[src/rtl/reg_alu_seq.sv]
// reg_alu_seq: serial command sequencer that drives a reg_alu register-file/ALU port.
// Runs one LOADI / ALU / CMP / NOP command at a time and returns the result and overflow through a response handshake.
module reg_alu_seq #(
  parameter int DASize    = 32,
  parameter int ADSize    = 5,
  parameter int OPSize    = 3,
  parameter int ALU_LAT   = 1,
  parameter int WB_ON_OVF = 1
) (
  input  logic              clk,
  input  logic              rst,
  input  logic              cmd_valid,
  output logic              cmd_ready,
  input  logic [1:0]        cmd_kind,
  input  logic [OPSize-1:0] cmd_op,
  input  logic [ADSize-1:0] cmd_rd,
  input  logic [ADSize-1:0] cmd_rs1,
  input  logic [ADSize-1:0] cmd_rs2,
  input  logic [DASize-1:0] cmd_imm,
  output logic              rsp_valid,
  input  logic              rsp_ready,
  output logic [DASize-1:0] rsp_data,
  output logic              rsp_ovf,
  output logic              ovf_sticky,
  input  logic              clr_ovf,
  output logic              Write,
  output logic              Read,
  output logic              S,
  output logic [DASize-1:0] DIN,
  output logic [ADSize-1:0] Write_ADDR,
  output logic [ADSize-1:0] Read_ADDR_1,
  output logic [ADSize-1:0] Read_ADDR_2,
  output logic [OPSize-1:0] OP,
  input  logic [DASize-1:0] alu_result,
  input  logic              Overflow
);

  localparam logic [1:0] KIND_LOADI = 2'b00;
  localparam logic [1:0] KIND_ALU   = 2'b01;
  localparam logic [1:0] KIND_CMP   = 2'b10;

  localparam int CW = (ALU_LAT > 1) ? $clog2(ALU_LAT) : 1;
  localparam logic [CW-1:0] CNT_INIT = CW'(ALU_LAT - 1);

  typedef enum logic [2:0] {
    S_IDLE,
    S_LOADI,
    S_EXEC,
    S_WB,
    S_RESP
  } state_t;

  state_t r_state;
  state_t w_next;

  logic              r_isCmp;
  logic [OPSize-1:0] r_op;
  logic [ADSize-1:0] r_rd;
  logic [ADSize-1:0] r_rs1;
  logic [ADSize-1:0] r_rs2;
  logic [DASize-1:0] r_data;
  logic              r_ovf;
  logic [CW-1:0]     r_cnt;
  logic              r_ovfSticky;

  logic w_accept;
  logic w_sample;

  assign w_accept = (r_state == S_IDLE) && cmd_valid;
  assign w_sample = (r_state == S_EXEC) && (r_cnt == '0);

  always_ff @(posedge clk or posedge rst) begin
    if (rst) begin
      r_state <= S_IDLE;
    end else begin
      r_state <= w_next;
    end
  end

  always_comb begin
    w_next = r_state;
    case (r_state)
      S_IDLE: begin
        if (w_accept) begin
          case (cmd_kind)
            KIND_LOADI: w_next = S_LOADI;
            KIND_ALU:   w_next = S_EXEC;
            KIND_CMP:   w_next = S_EXEC;
            default:    w_next = S_IDLE;
          endcase
        end
      end
      S_LOADI: w_next = S_RESP;
      S_EXEC: begin
        if (r_cnt == '0) begin
          w_next = r_isCmp ? S_RESP : S_WB;
        end
      end
      S_WB:   w_next = S_RESP;
      S_RESP: begin
        if (rsp_ready) begin
          w_next = S_IDLE;
        end
      end
      default: w_next = S_IDLE;
    endcase
  end

  // r_data holds the immediate for LOADI and is overwritten by the sampled ALU result otherwise.
  always_ff @(posedge clk or posedge rst) begin
    if (rst) begin
      r_isCmp <= 1'b0;
      r_op    <= '0;
      r_rd    <= '0;
      r_rs1   <= '0;
      r_rs2   <= '0;
      r_data  <= '0;
      r_ovf   <= 1'b0;
      r_cnt   <= '0;
    end else if (w_accept) begin
      r_isCmp <= (cmd_kind == KIND_CMP);
      r_op    <= cmd_op;
      r_rd    <= cmd_rd;
      r_rs1   <= cmd_rs1;
      r_rs2   <= cmd_rs2;
      r_data  <= cmd_imm;
      r_ovf   <= 1'b0;
      r_cnt   <= CNT_INIT;
    end else if (w_sample) begin
      r_data  <= alu_result;
      r_ovf   <= Overflow;
    end else if (r_state == S_EXEC) begin
      r_cnt   <= r_cnt - CW'(1);
    end
  end

  // A new overflow wins over a simultaneous clear request.
  always_ff @(posedge clk or posedge rst) begin
    if (rst) begin
      r_ovfSticky <= 1'b0;
    end else if (w_sample && Overflow) begin
      r_ovfSticky <= 1'b1;
    end else if (clr_ovf) begin
      r_ovfSticky <= 1'b0;
    end
  end

  assign ovf_sticky = r_ovfSticky;

  always_comb begin
    cmd_ready   = 1'b0;
    rsp_valid   = 1'b0;
    rsp_data    = '0;
    rsp_ovf     = 1'b0;
    Write       = 1'b0;
    Read        = 1'b0;
    S           = 1'b0;
    DIN         = '0;
    Write_ADDR  = '0;
    Read_ADDR_1 = '0;
    Read_ADDR_2 = '0;
    OP          = '0;
    case (r_state)
      S_IDLE: cmd_ready = 1'b1;
      S_LOADI: begin
        Write      = 1'b1;
        DIN        = r_data;
        Write_ADDR = r_rd;
      end
      S_EXEC: begin
        Read        = 1'b1;
        Read_ADDR_1 = r_rs1;
        Read_ADDR_2 = r_rs2;
        OP          = r_op;
      end
      S_WB: begin
        Read        = 1'b1;
        Read_ADDR_1 = r_rs1;
        Read_ADDR_2 = r_rs2;
        OP          = r_op;
        S           = 1'b1;
        Write_ADDR  = r_rd;
        Write       = (WB_ON_OVF != 0) || !r_ovf;
      end
      S_RESP: begin
        rsp_valid = 1'b1;
        rsp_data  = r_data;
        rsp_ovf   = r_ovf;
      end
      default: cmd_ready = 1'b0;
    endcase
  end

endmodule

[config.mk]
export PLATFORM = sky130hd
export DESIGN_NAME = reg_alu_seq
export DESIGN_NICKNAME = d
export VERILOG_FILES = /design/src/rtl/reg_alu_seq.sv
export SDC_FILE = /design/constraint.sdc
export NUM_CORES = 1
export LEC_CHECK = 0
export BUFFER_PORTS_ARGS = -buffer_cell sky130_fd_sc_hd__buf_2
export CORE_MARGIN = 4
export CORE_UTILIZATION = 49
export CTS_CLUSTER_SIZE = 14
export DETAILED_ROUTE_END_ITERATION = 8
export PLACE_DENSITY_LB_ADDON = 0.1
export REMOVE_ABC_BUFFERS = 1
export SLEW_MARGIN = 20
export SYNTH_ARGS = -nofsm -noshare
export SYNTH_HDL_FRONTEND = slang
export SYNTH_SLANG_ARGS = --single-unit
[constraint.sdc]
create_clock -name clk -period 5.3 [get_ports clk]
set_input_delay 0.53 -clock clk [delete_from_list [all_inputs] [get_ports clk]]
set_output_delay 0.53 -clock clk [all_outputs]
set_load 0.01 [all_outputs]
; ---- Word-level counts from Yosys, hierarchy flattened
; Cells that the tools add are included.
[word_totals]
input_bits = 90
ramBits = 0
latchBits = 0
mem_count = 0
reg_bits = 57
elab_cells = 62
mem_bits_ro = 0
out_inout_bits = 89
[op_classes]
magnitude_cmp = 0
n_mul = 0
bitwise = 1
eq_ne = 10
n_mux = 27
addsub = 1
n_reduce_logical = 13
shift = 0
n_div = 0
[ops]
columns = op, n
row1 = two-way mux 32 bit, 4
row2 = two-way mux 3 bit, 5
row3 = two-way mux 5 bit, 3
row4 = two-way mux 1 bit, 13
row5 = case mux 3 bit (4 select lines), 1
row6 = "!= test 2 bit, second input constant", 4
row7 = "== test 3 x 2 -> 1 bit, second input constant", 2
row8 = nonzero test 2 bit, 3
row9 = OR reduction 2 bit, 3
row10 = case mux 2 bit (2 select lines), 1
row11 = "== test 3 x 1 -> 1 bit, second input constant", 1
row12 = "== test 3 bit, second input constant", 1
row13 = logical AND 1 bit, 3
row14 = zero test 3 bit, 1
row15 = AND reduction 3 bit, 1
row16 = "== test 2 x 1 -> 1 bit, second input constant", 1
row17 = "== test 2 bit, second input constant", 1
row18 = zero test 2 bit, 1
row19 = AND reduction 2 bit, 1
row20 = inverter 1 bit, 1
row21 = "subtractor 1 bit, second input constant", 1

; ---- Longest topological paths before layout
; Gate-level depths: netlist of the first run.
[depth]
depth_word = 5
ltp_mapped = 6
depth_no_buf = 5

; ---- Worst setup path before layout of the first run
; No wires, ideal clock.
[synth_path]
path_kind = register to output
start = register r_state[1]
end = output port rsp_data[0]
path_buffers = 2
stages_incl_launch_ff = 5
arrival_ps = 1434
setup_slack_ps = 3336
cell_sequence = dfrtp_1 buf_2 nor3b_1 buf_2 and2_1
[synth_between]
elab_chain_cells = 2
[synth_rtl]
columns = item, line_no
row1 = "start, declared", 53  ; state_t r_state;
row2 = "start signal, assigned", 76  ; r_state <= w_next;
row3 = == test 3 bit, 163  ; case (r_state)
row4 = two-way mux 32 bit, 163
row5 = "end, declared", 22  ; output logic [DASize-1:0] rsp_data,
; No other way between the ends.

; ---- Worst setup path after layout of the first run
[layout_path]
start = register r_state[2]
end = output port rsp_data[16]
; Same word-level chain as after synthesis.

==> run metrics, run 1 <==
outcome completed; antenna violations before repair 0; post-synthesis cell count 275; DRT antenna net count 0; r2r startpoint r_state[1]; M1 GR Usage 26.2%; post-CTS setup buffers 0; Max Fclk 370 MHz; DR iter-0 viols 83; normalized max-slew margin 46.9%; RSZ-0062 raised after global routing false; endpoints failing hold 0; largest net degree at the start of global routing 58; GRT overflow 0; num rows 29; top cell type's share of synthesized area 43.0%; Die H 90.3 µm; MaxCap Viol Count 0; HP Start clr_ovf; hold buffers post-CTS 0; fillers 508; Area Growth Syn to Fin 33.7%; PostCTS Resize Cnt 0; Leak 2.39 nW; DPL Wire Length 5.95 mm; Die Width 90.3 µm; Max FO, Critical Path 21; Setup crit end kind output port; drt total wl 7.96 mm; Final min period 2.70 ns; Final setup viols 0; GPL Wtd Cong 0.742; vias in the first global route 2682; Tcrit/Tclk final 51.0%; I/O Pins 179; Hold WC Path Type in2reg; fin nets 542; sequential cell area 1430 µm²; average wire per standard cell 15.0 µm; ratio of cells with drive above 1 in the final layout 58.5%; Most Crowded Layer GR met2; CTS tree built; fraction of registers with async set/reset 100%; root buf cell clkbuf_8; arrival time at the worst endpoint 2.17 ns; core area 6460 µm²; area of the multi-input gates 1730 µm²; Clock Latency Late Sink 0.32 ns; worst clock skew 0.0112 ns; yosys warns 0; post-synthesis sequential area ratio 43.0%; M3 GR Usage 5.17%; met2 usage 32.4%; initial cell density of the core 51.4%; hold slack 0.386 ns; Synth area leaders dfrtp_1 (43%), and2_1 (16%), mux2_2 (15%); Mapped Area 3320 µm²; # H-tree levels 3; first-pass GRT wire length 13.3 mm; Avg Cell Area, Syn 12.1 µm²; max-slew violations 0; Synth area leader dfrtp_1; critical path data required time 4.77 ns; total number of vias 2579; Yosys reg bits 57; EDFF count, synth 0; Die Area 8150 µm²; I/O Buffers 178; CP Launch Type flip-flop; r2r setup slk 3.20 ns; Pwr Density 511 nW/µm²; highest ir drop seen on vdd 235 µV; Clock Sinks 57; Primary FF master, synth dfrtp_1; fin util 68.7%; WS Path Type reg2out; Worst-Margin Slew 0.797 ns; DRC violations left 0; Netlist cell types 27; Max clock buf depth 2; clock transition at the registers of the reported paths 0.07 ns; post-route setup TNS 0 ns; first-pass detailed-route iteration total 4; total CTS buffers 9; GRT Total Usage 19.9%; vias per inst 4.85; CP startpoint r_state[2]; # diodes 0
==> path summary, 6_finish.rpt <==
check | endpoint | cells past startpoint
setup / recovery | rsp_data[16] | 4
setup reg to reg | r_data[12] | 4
min in group asynchronous | r_data[2] | 3
hold reg to reg | r_data[6] | 1
hold / removal | ovf_sticky | 2
max in group asynchronous | r_data[31] | 3
==> power breakdown <==
group / internal, mW / switching [mW] / leakage [nW] / total (mW)
Sequential: 0.651 / 0.140 / 0.678 / 0.791
Clock: 0.289 / 0.171 / 0.115 / 0.460
Combinational: 0.565 / 0.449 / 1.59 / 1.01
==> cell type report <==
class / count / area share [%]
clock inverters: 5 / 1.75
well taps: 77 / 2.17
flip-flops and latches: 57 / 32.1
repair buffers: 183 / 20.9
inverters: 6 / 0.508
multi-input cells: 193 / 39.1
clock buffers: 11 / 3.41
==> cells by family (layout without fill, tap and decap cells) <==
family	Yosys count	after routing	synth area share (%)
AOI/OAI and AO/OA	7	7	1.36
buffers and inverters	25	205	5.13
muxes	84	84	30.5
adders and majority gates	2	2	0.754
and+or+nand+nor	100	100	19.3
DFF	57	57	43.0
==> cell usage in the layout, fill, tap and decap left out, drive strengths merged, types with 3 or more instances in the layout <==
cell / n
buf: 183
and2: 84
mux2: 83
dfrtp: 57
clkbuf: 11
inv: 6
nor2b: 5
nor3b: 3
==> registers in the layout (all words and copies together), names as in the netlist, 3 cells and up <==
| name | cells |
|---|---|
| r_rs2 | 5 |
| r_state | 3 |
| r_rs1 | 5 |
| r_data | 32 |
| r_rd | 5 |
| r_op | 3 |
==> synthesized netlist by cell type, types with 3 or more instances <==
library cell and count:
and2_1 84, buf_2 5, buf_6 4, clkbuf_1 6
dfrtp_1 57, inv_1 6, mux2_1 21, mux2_2 44
mux2_4 18, nor2b_1 5, nor3b_1 3
==> per-stage QoR <==
step,setup WS (ns),power [mW],cell area (µm²),cells
after floorplan,1.86,1.48,3170,256
after global placement,2.97,1.81,4210,516
after detailed placement,2.91,1.83,4210,516
after CTS,2.57,2.30,4440,532
after global routing,2.37,2.43,4440,532
final,2.60,2.27,4440,532
==> worst max-delay path, stage by stage (launching register included) <==
cell,delay (ns)
dfrtp_1,0.53
nor3b_2,0.71
buf_4,0.34
and2_1,0.15
buf_2,0.12
==> layer usage <==
metal | wire length [µm] | vias to the layer above | part of all wire, %
met5 | 0 | - | 0
met4 | 70 | 0 | 0.88
met3 | 538 | 6 | 6.8
met2 | 3710 | 109 | 47
met1 | 3630 | 1202 | 46
li1 | - | 1262 | -
No activity file was read; power rests on OpenSTA's default activity.
==> inputs of run 2 (changes only) <==
Settings changed: ABC_AREA set to 1, CORE_UTILIZATION 49 to 41.
Clock period 5.3 ns to 2.2 ns, I/O delays scaled along.
==> run 2 against run 1 <==
Total power increased to 2.7 times the previous value. Die area increased by 19%. Synthesized cell count rose by 84%. Clock skew is essentially flat. Worst hold slack worse by 0.30 ns. Count of clock-buffer cells in the layout is the same.
==> run metrics, run 2 <==
average wire per standard cell 12.6 µm (was 15.0 µm); total CTS buffers 9 (unchanged); Mapped Area 3340 µm² (was 3320 µm²); fin nets 767 (was 542); root buf cell clkbuf_8 (unchanged); num rows 32 (was 29); Area Growth Syn to Fin 36.3% (was 33.7%); Max clock buf depth 2 (unchanged); DRC violations left 0 (unchanged); antenna violations before repair 0 (unchanged); Power Total 6.13 mW (was 2.27 mW); crit-path cells nor2_4 -> buf_8 -> nand2_1 -> buf_4 -> nor2_1 -> buf_2 (was nor3b_2 -> buf_4 -> and2_1 -> buf_2); clock transition at the registers of the reported paths 0.07 ns (about the same); drt total wl 9.84 mm (was 7.96 mm); DPL Wire Length 7.16 mm (was 5.95 mm); Tcrit/Tclk final 89.9%; Leak 2.83 nW (was 2.39 nW); switching fraction of total power 45.6% (was 33.5%); Max FO, Critical Path 37 (was 21); DR iter-0 viols 106 (was 83); CP Launch Type flip-flop (unchanged); EDFF count, synth 0 (unchanged); Clock Sinks 57 (unchanged); reg-to-reg endpoint r_rd[2] (was r_data[12]); fraction of registers with async set/reset 100% (unchanged); RSZ-0062 raised after global routing false (unchanged); r2r setup slk 0.45 ns (was 3.20 ns); first-pass GRT wire length 16.5 mm (was 13.3 mm); Hold WC Path Type in2reg (unchanged); Worst-Margin Slew 0.604 ns (was 0.797 ns); ratio of cells with drive above 1 in the final layout 31.9% (was 58.5%); Hold Crit Depth 2 (unchanged); endpoints failing hold 0 (unchanged); register name with the most flops r_data (unchanged); post-synthesis cell count 507 (was 275); largest net degree at the start of global routing 40 (was 58); clock power share 17.6% (was 20.3%); commonest non-fill, non-tap cells in the layout buf_2 (178), nand2_1 (157), nor2_1 (88) (was buf_2 (178), and2_1 (84), dfrtp_1 (57)); MaxCap Viol Count 0 (unchanged); Worst path slowest cell dfrtp_1 (was nor3b_2); GRT overflow 0 (unchanged); Avg Cell Area, Syn 6.60 µm² (was 12.1 µm²); arrival time at the worst endpoint 1.76 ns (was 2.17 ns); yosys warns 0 (unchanged); Max Fclk 506 MHz; Setup crit end kind output port (unchanged); Final min period 1.98 ns; Pwr Density 1350 nW/µm² (was 511 nW/µm²); most common cell in the netlist nand2_1 (was and2_1); Die Width 98.3 µm (was 90.3 µm); Yosys reg bits 57 (unchanged); share of power burned in registers 29.4% (was 34.9%); GPL Wtd Cong 0.837 (was 0.742); Internal Power 3.34 mW (was 1.51 mW); max FFs per register 32 (unchanged); HP Start clr_ovf (unchanged); Gate power share 53.0% (was 44.8%); Commonest cells post-synth nand2_1 (157), nor2_1 (89), inv_1 (62) (was and2_1 (84), dfrtp_1 (57), mux2_2 (44)); Die Area 9670 µm² (was 8150 µm²); Netlist cell types 20 (was 27); Synth area leaders dfrtp_1 (43%), nand2_1 (18%), nor2_1 (10%) (was dfrtp_1 (43%), and2_1 (16%), mux2_2 (15%)); Final setup viols 0 (unchanged); # diodes 0 (unchanged); Worst R2R Path Depth 6 (was 4); CTS tree built (unchanged); Synth area leader dfrtp_1 (unchanged); post-CTS setup buffers 0 (unchanged); highest ir drop seen on vdd 628 µV (was 235 µV); total number of vias 3678 (was 2579); CP startpoint r_state[2] (unchanged); I/O Pins 179 (unchanged); DRT antenna net count 0 (unchanged); NetSw 2.80 mW (was 0.760 mW); dpl cell area 4320 µm² (was 4210 µm²); first-pass detailed-route iteration total 4 (unchanged); Clock Latency Late Sink 0.32 ns (about the same); worst clock skew 0.0111 ns (was 0.0112 ns); WHS Endpoint ovf_sticky (unchanged); CP max stage delay 0.46 ns (was 0.71 ns); r2r startpoint r_state[2] (was r_state[1]); post-route setup TNS 0 ns (unchanged); top cell type's share of synthesized area 42.6% (was 43.0%); post-synthesis sequential area ratio 42.6% (was 43.0%); initial cell density of the core 42.6% (was 51.4%); commonest non-fill, non-tap cell in the layout buf_2 (unchanged); I/O Buffers 178 (unchanged); Die H 98.3 µm (was 90.3 µm); normalized max-slew margin 59.7% (was 46.9%); core area 7850 µm² (was 6460 µm²); outcome completed (unchanged); vias per inst 4.70 (was 4.85); # H-tree levels 3 (unchanged); GRT Total Usage 20.6% (was 19.9%); critical path data required time 1.98 ns (was 4.77 ns); fillers 784 (was 508); Final Cell Area 4560 µm² (was 4440 µm²); Primary FF master, synth dfrtp_1 (unchanged); vias in the first global route 3597 (was 2682); max-slew violations 0 (unchanged); WS Path Type reg2out (unchanged)
-- run 2: cell count changes after synthesis, moves of 38 or more --
cell | previous run | this run
nand2_1 | 1 | 157
inv_1 | 6 | 62
nor2_1 | 2 | 89
mux2_2 | 44 | 0
and2_1 | 84 | 1
nand3_1 | 0 | 38
-- run 2: cells by family after synthesis --
kind of cell,after synthesis,share of synthesized area (%)
buf+inv,101,12.3
compound gates,24,3.59
flops,57,42.6
simple gates,323,40.7
fa+ha+maj,2,0.748
-- run 2: worst max path at each step --
| stage | to | slack [ns] |
|---|---|---|
| after floorplan | r_ovf | -1.53 |
| after global placement | DIN[31] | 0.48 |
| after detailed placement | DIN[31] | 0.43 |
| after CTS | DIN[31] | 0.06 |
| after global routing | DIN[3] | 0.04 |
| final | DIN[31] | 0.22 |
-- run 2: final cells by class --
cell class / instances / area, µm² / share of cell area [%]
Sequential cell: 57 / 1430 / 31.3
Timing Repair Buffer: 193 / 1030 / 22.5
Inverter: 65 / 244 / 5.35
Tap cell: 102 / 128 / 2.80
Clock buffer: 11 / 141 / 3.10
Multi-Input combinational cell: 349 / 1510 / 33.2
Clock inverter: 5 / 78.8 / 1.73
-- run 2: per-stage QoR --
stage / hold WS (ns) / cells / setup WS [ns] / util, %
5_1_grt: 0.0729 / 782 / 0.0420 / 58.1
3_5_place_dp: 0.330 / 765 / 0.426 / 55.0
4_1_cts: 0.0870 / 782 / 0.0629 / 58.0
3_3_place_gp: 0.321 / 765 / 0.477 / 55.0
6_report: 0.0888 / 782 / 0.223 / 58.1
2_1_floorplan: 0.316 / 471 / -1.53 / -
-- run 2: per-layer routing --
layer  GRT usage [%]  wire length (µm)  up-vias
met3            4.21               583        9
met5               0                 0        -
met1            25.4              4220     1657
met2            36.8              4940      105
li1                -                 -     1907
met4            4.73                93        0
-- run 2: power by group through the flow --
stage / logic [mW] / registers, mW / clock network [mW]
after floorplan: 2.11 / 1.75 / 0
after global placement: 3.20 / 1.80 / 0
after detailed placement: 3.27 / 1.82 / 0
after CTS: 3.29 / 1.81 / 1.10
after global routing: 3.75 / 1.86 / 1.16
final: 3.25 / 1.80 / 1.08
-- run 2: repair_timing --
item                                   CTS  global route
setup endpoints to repair                0            32
gates resized for setup                  0             2
hold buffers                             1             0
endpoints found under the hold margin   26             0
-- run 2: critical path, delay by kind of cell, from the launching register on --
family | cells | cell delay [ns]
DFF | 1 | 0.46
and+or+nand+nor | 3 | 0.38
buffers and inverters | 3 | 0.59
